===== src/rtl/seg_pattern_reader.sv =====
// seg_pattern_reader
// Reads back a multiplexed, active-low seven-segment bus and recovers the
// hex value shown on each digit. Each digit pattern must be held for
// STABLE_CYCLES consecutive registered samples before it is captured. A
// one-cycle frame strobe fires once every digit has been captured.
`default_nettype none

module seg_pattern_reader #(
    parameter int NUM_DIGITS    = 4,
    parameter int STABLE_CYCLES = 4
) (
    input  logic                      clk,
    input  logic                      reset,
    input  logic                      enable,
    input  logic [6:0]                seg_in,
    input  logic [NUM_DIGITS-1:0]     an_in,
    output logic [4*NUM_DIGITS-1:0]   digits_out,
    output logic [NUM_DIGITS-1:0]     blank_out,
    output logic [NUM_DIGITS-1:0]     err_out,
    output logic                      frame_valid
);

    // Counter is wide enough for the largest allowed stability interval.
    localparam int              CW         = 8;
    localparam logic [CW-1:0]   STABLE_MAX = CW'(STABLE_CYCLES);
    localparam int              PW         = NUM_DIGITS + 7;

    // Registered copies of the display bus and the sample before them.
    logic [6:0]              seg_reg;
    logic [NUM_DIGITS-1:0]   an_reg;
    logic [PW-1:0]           prev_reg;

    // Stability qualification.
    logic [CW-1:0]           count_reg;
    logic [CW-1:0]           count_next;
    logic                    sel_valid;
    logic                    same_as_prev;
    logic                    capture;
    logic [NUM_DIGITS-1:0]   sel_onehot;

    // Frame tracking.
    logic [NUM_DIGITS-1:0]   mask_reg;
    logic [NUM_DIGITS-1:0]   mask_next;
    logic                    frame_reg;
    logic                    frame_next;

    // Decoded view of the currently registered segment pattern.
    logic [3:0]              dec_value;
    logic                    dec_blank;
    logic                    dec_err;

    // Register the raw bus every edge and keep the previous registered sample
    // so stability can be judged entirely on synchronised copies.
    always_ff @(posedge clk) begin
        if (reset) begin
            seg_reg  <= '1;
            an_reg   <= '1;
            prev_reg <= '1;
        end else begin
            prev_reg <= {an_reg, seg_reg};
            an_reg   <= an_in;
            seg_reg  <= seg_in;
        end
    end

    // A sample is usable only when exactly one digit anode is driven low.
    // x & (x-1) clears the lowest set bit, so it is zero only for one-hot x.
    assign sel_onehot   = ~an_reg;
    assign sel_valid    = (sel_onehot != '0) &&
                          ((sel_onehot & (sel_onehot - NUM_DIGITS'(1))) == '0);
    assign same_as_prev = ({an_reg, seg_reg} == prev_reg);

    // Next stability count and the capture decision. A capture happens only
    // on the edge where the count reaches STABLE_MAX; a saturated count on an
    // unchanged pattern never recaptures. With a one-sample interval every
    // new valid pattern lands straight on STABLE_MAX and is captured.
    always_comb begin
        count_next = '0;
        capture    = 1'b0;
        if (enable && sel_valid) begin
            if (same_as_prev) begin
                count_next = (count_reg >= STABLE_MAX) ? STABLE_MAX
                                                       : count_reg + CW'(1);
            end else begin
                count_next = CW'(1);
            end
            capture = (count_next == STABLE_MAX) &&
                      (!same_as_prev || (count_reg != STABLE_MAX));
        end
    end

    // Hold the stability count; disabling the reader restarts qualification.
    always_ff @(posedge clk) begin
        if (reset) begin
            count_reg <= '0;
        end else begin
            count_reg <= count_next;
        end
    end

    // Track which digits have been captured in the current frame and raise
    // the frame strobe on the capture that completes the set.
    always_comb begin
        mask_next  = mask_reg;
        frame_next = 1'b0;
        if (!enable) begin
            mask_next = '0;
        end else if (capture) begin
            if ((mask_reg | sel_onehot) == '1) begin
                mask_next  = '0;
                frame_next = 1'b1;
            end else begin
                mask_next = mask_reg | sel_onehot;
            end
        end
    end

    // Register the frame mask and the one-cycle frame strobe.
    always_ff @(posedge clk) begin
        if (reset) begin
            mask_reg  <= '0;
            frame_reg <= 1'b0;
        end else begin
            mask_reg  <= mask_next;
            frame_reg <= frame_next;
        end
    end

    assign frame_valid = frame_reg;

    // Translate the active-low segment pattern (a..g = bit 6..0) to a nibble,
    // flagging the all-dark pattern as blank and anything unknown as illegal.
    always_comb begin
        dec_value = 4'h0;
        dec_blank = 1'b0;
        dec_err   = 1'b0;
        case (seg_reg)
            7'b0000001: dec_value = 4'h0;
            7'b1001111: dec_value = 4'h1;
            7'b0010010: dec_value = 4'h2;
            7'b0000110: dec_value = 4'h3;
            7'b1001100: dec_value = 4'h4;
            7'b0100100: dec_value = 4'h5;
            7'b0100000: dec_value = 4'h6;
            7'b0001111: dec_value = 4'h7;
            7'b0000000: dec_value = 4'h8;
            7'b0000100: dec_value = 4'h9;
            7'b0001000: dec_value = 4'hA;
            7'b1100000: dec_value = 4'hB;
            7'b0110001: dec_value = 4'hC;
            7'b1000010: dec_value = 4'hD;
            7'b0110000: dec_value = 4'hE;
            7'b0111000: dec_value = 4'hF;
            7'b1111111: dec_blank = 1'b1;
            default:    dec_err   = 1'b1;
        endcase
    end

    // One result slot per digit; only the slot of the selected digit changes.
    generate
        for (genvar gi = 0; gi < NUM_DIGITS; gi++) begin : g_slot
            logic [3:0] nibble_reg;
            logic       blank_reg;
            logic       err_reg;

            // Overwrite this digit's slot when a capture targets it.
            always_ff @(posedge clk) begin
                if (reset) begin
                    nibble_reg <= 4'h0;
                    blank_reg  <= 1'b1;
                    err_reg    <= 1'b0;
                end else if (capture && sel_onehot[gi]) begin
                    nibble_reg <= dec_value;
                    blank_reg  <= dec_blank;
                    err_reg    <= dec_err;
                end
            end

            assign digits_out[4*gi +: 4] = nibble_reg;
            assign blank_out[gi]         = blank_reg;
            assign err_out[gi]           = err_reg;
        end
    endgenerate

endmodule

`default_nettype wire


===== config.mk =====
export PLATFORM = sky130hd
export DESIGN_NAME = seg_pattern_reader
export DESIGN_NICKNAME = d
export VERILOG_FILES = /design/src/rtl/seg_pattern_reader.sv
export SDC_FILE = /design/constraint.sdc
export NUM_CORES = 1
export LEC_CHECK = 0
export ABC_AREA = 1
export BUFFER_PORTS_ARGS = -buffer_cell sky130_fd_sc_hd__buf_2
export CAP_MARGIN = 10
export CORE_MARGIN = 2
export CORE_UTILIZATION = 50
export DETAILED_ROUTE_END_ITERATION = 6
export PLACE_DENSITY = 0.77
export SLEW_MARGIN = 10
export SYNTH_ARGS = -nofsm -noshare
export SYNTH_HDL_FRONTEND = slang
export SYNTH_SLANG_ARGS = --single-unit

===== constraint.sdc =====
create_clock -name clk -period 1.6 [get_ports clk]
set_input_delay 0 -clock clk [delete_from_list [all_inputs] [get_ports clk]]
set_output_delay 0 -clock clk [all_outputs]
set_load 0.03 [all_outputs]

==> results_dict.tcl <==
set metrics [dict create \
    outcome "complete, but fails checks" \
    violations "setup timing" \
    muxShareOfSynthArea_pct 0 \
    n_antenna_cell 0 \
    io_pins 39 \
    drtIter0Drc 224 \
    syn_area_per_cell_sq_um 7.17 \
    grt_pass1_vias 2625 \
    placed_cells 529 \
    r2r-start "an_reg[2]" \
    synth_ff_type "dfxtp_1" \
    synthTopCellsByArea "dfxtp_1, nand2_1, nor2_1" \
    pwr-share-clk_pct 45.1 \
    path_max_fanout 8 \
    pre_cts_ws_ns -0.103 \
    yosysTopAreaCell "dfxtp_1" \
    cp-start-kind "register" \
    syn_area_sq_um 2870 \
    rows 27 \
    drt_first_pass_iters 6 \
    synth_fa_ha_area_share_pct 0.873 \
    htreeDepth 3 \
    cts_tree "built" \
    p_seq_share_pct 45.1 \
    vias 2836 \
    fin_util_pct 69.1 \
    p_sw_share_pct 23.4 \
    grt_max_degree 18 \
    drv_slew 0 \
    grt_pass1_wl_mm 11.5 \
    fp.dieH_um 79.7 \
    cts.sinks 59 \
    dp_hpwl_mm 4.61 \
    crit_type "reg2reg" \
    intPower_mw 2.61 \
    drive_gt1_share_pct 30.8 \
    cts_buffers 9 \
    synth-simple-area-share_pct 42.4 \
    largest_reg_flops 16 \
    port_buffers 38 \
    dieArea_sq_um 6350 \
    cellPowerDensity_nw_per_um2 895 \
    grt_setup_unrepaired "yes" \
    power_frac_comb_pct 9.8 \
    hold_class "in2reg" \
    final_area_sq_um 3800 \
    period_share_pct 109 \
    fillCellCount 428 \
    routedWlPerCell_um 12.2 \
    hold_violations 0 \
    clockRootBuffer "clkbuf_8" \
    gp_congestion 0.871 \
    setup_ws_ns -0.137 \
    finalSetupViolCount 28 \
    netlist_instances 400 \
    ant_nets 0 \
    vias_per_cell 5.01 \
    p_switching_uw 797 \
    syn_to_final_growth_pct 32.7 \
    fmaxAchievable_ghz 0.576 \
    dpl-instance-area_sq_um 3310 \
    path_clk_slew_ns 0.07 \
    synth_compound_area_share_pct 0.873 \
    netlist.area_leader.share_pct 41.2 \
    antenna_found_initial 0 \
    p_leak_nw 2.03 \
    final_nets 506 \
    critical_path_required_ns 1.88 \
    synth_top_family_by_area "simple AND/OR/NAND/NOR gates" \
    floorplan.initialDensity_pct 52.1 \
    die_w_um 79.7 \
    fin_skew_ns 0.0116 \
    grt-ovfl-total 0 \
    synth_seq_cells 59 \
    ys_types 28 \
    hold_start "enable" \
    post-route-drc-count 0 \
    multi_input_area_sq_um 1400 \
    clk_path_buf_depth 2 \
    synth_xor_area_share_pct 1.53 \
    core_area_sq_um 5510 \
    insertion_delay_ns 0.35 \
    maxCapViolCount 0 \
    grt_usage_pct 23.6 \
    synth_edf_count 0 \
    post-route-min-period_ns 1.74 \
    synth_warnings 0 \
    critPathArrivalTime_ns 2.02 \
    finalNonFillerCells 566 \
    postSynth.asyncResetShare_pct 0 \
    crit_path_end_kind "register" \
    wl_mm 6.91 \
    startpoint "an_reg[2]" \
    seq_area_sq_um 1200 \
    ys_seq_area_share_pct 41.2 \
    power_mw 3.41 \
    ir_drop_mv 0.625 \
]
logic make-up after synthesis:
kind of cell / Yosys count
AOI/OAI and AO/OA: 4
xor gates and xnor gates: 5
adders and majority gates: 2
buffers and inverters: 86
DFF: 59
other: 1
and+or+nand+nor: 243
timing repair:
action | in CTS | in global routing
gates cloned | 3 | 0
gates resized for setup | 12 | 11
setup buffers | 4 | 3
pin swaps | 7 | 15
hold endpoints to repair | 12 | 0
hold buffers | 12 | 0
endpoints found under the setup margin | 29 | 30
power by group through the flow:
| stage | combinational (mW) | sequential, mW | clock [mW] |
|---|---|---|---|
| 2_1_floorplan | 0.173 | 1.56 | 0 |
| 4_1_cts | 0.316 | 1.53 | 1.56 |
| 3_5_place_dp | 0.272 | 1.57 | 0 |
| 6_report | 0.333 | 1.54 | 1.54 |
| 3_3_place_gp | 0.267 | 1.56 | 0 |
| 5_1_grt | 0.366 | 1.54 | 1.63 |
area by class of cell:
type | instances | share of cell area, %
Sequential cell | 59 | 31.5
Inverter | 71 | 7.07
Multi-Input combinational cell | 261 | 36.9
Clock inverter | 4 | 1.94
Tap cell | 72 | 2.37
Clock buffer | 11 | 3.98
Timing Repair Buffer | 88 | 16.2
Yosys cell counts (all sizes together), types with 2 or more instances:
master	instances
buf	14
inv	71
or2	11
nand4	26
ha	2
dfxtp	59
nand3	23
nor2	80
nand2	100
nor3	2
o21ai	2
xnor2	5
metrics by stage:
stage | TNS [ns] | hold slack (ns)
after floorplan | -0.190 | 0.103
after global placement | -0.675 | 0.182
after detailed placement | -1.99 | 0.185
after CTS | -2.12 | 0.0121
after global routing | -6.27 | 0.0729
final | -2.78 | 0.0169
worst max-delay path, cell delays in order, from the launching register on:
cell	delay [ns]
dfxtp_4	0.37
inv_2	0.04
nand2_1	0.05
nand2_1	0.06
nor2_2	0.11
nand2_2	0.09
nor2_8	0.14
nand3_4	0.11
nor2_8	0.22
nand4_4	0.22
nand2_1	0.11
inv_1	0.04
nor2_1	0.11
path summary, 6_finish.rpt:
kind	end	slack (ns)	depth (start not counted)
setup reg to reg	g_slot[1].nibble_reg[1]	-0.14	12
setup / recovery	g_slot[1].nibble_reg[1]	-0.14	12
hold reg to reg	g_slot[1].blank_reg	0.47	2
hold / removal	mask_reg[2]	0.02	5
layer usage:
metal,global-route usage (%),vias to the layer above,share of wire (%)
li1,-,1402,-
met1,28.8,1267,41
met2,38.9,141,48
met3,6.67,26,7.9
met4,9.83,0,2.7
met5,0,-,0
cell usage in the layout (no fill, tap or decap), types with 3 or more instances in the layout:
master         instances
xnor2_1                4
buf_4                 35
inv_1                 64
nand2_2                9
dfxtp_1               48
dfxtp_2                9
nor2_4                 3
or2_2                 11
nand3_1               20
conb_1                 5
dlygate4sd3_1         12
nand2_1               91
nand4_4                6
clkbuf_8              11
inv_2                  6
nand4_1               21
buf_2                 38
nor2_2                 6
nor2_1                69
No activity file was read; power rests on OpenSTA's default activity.
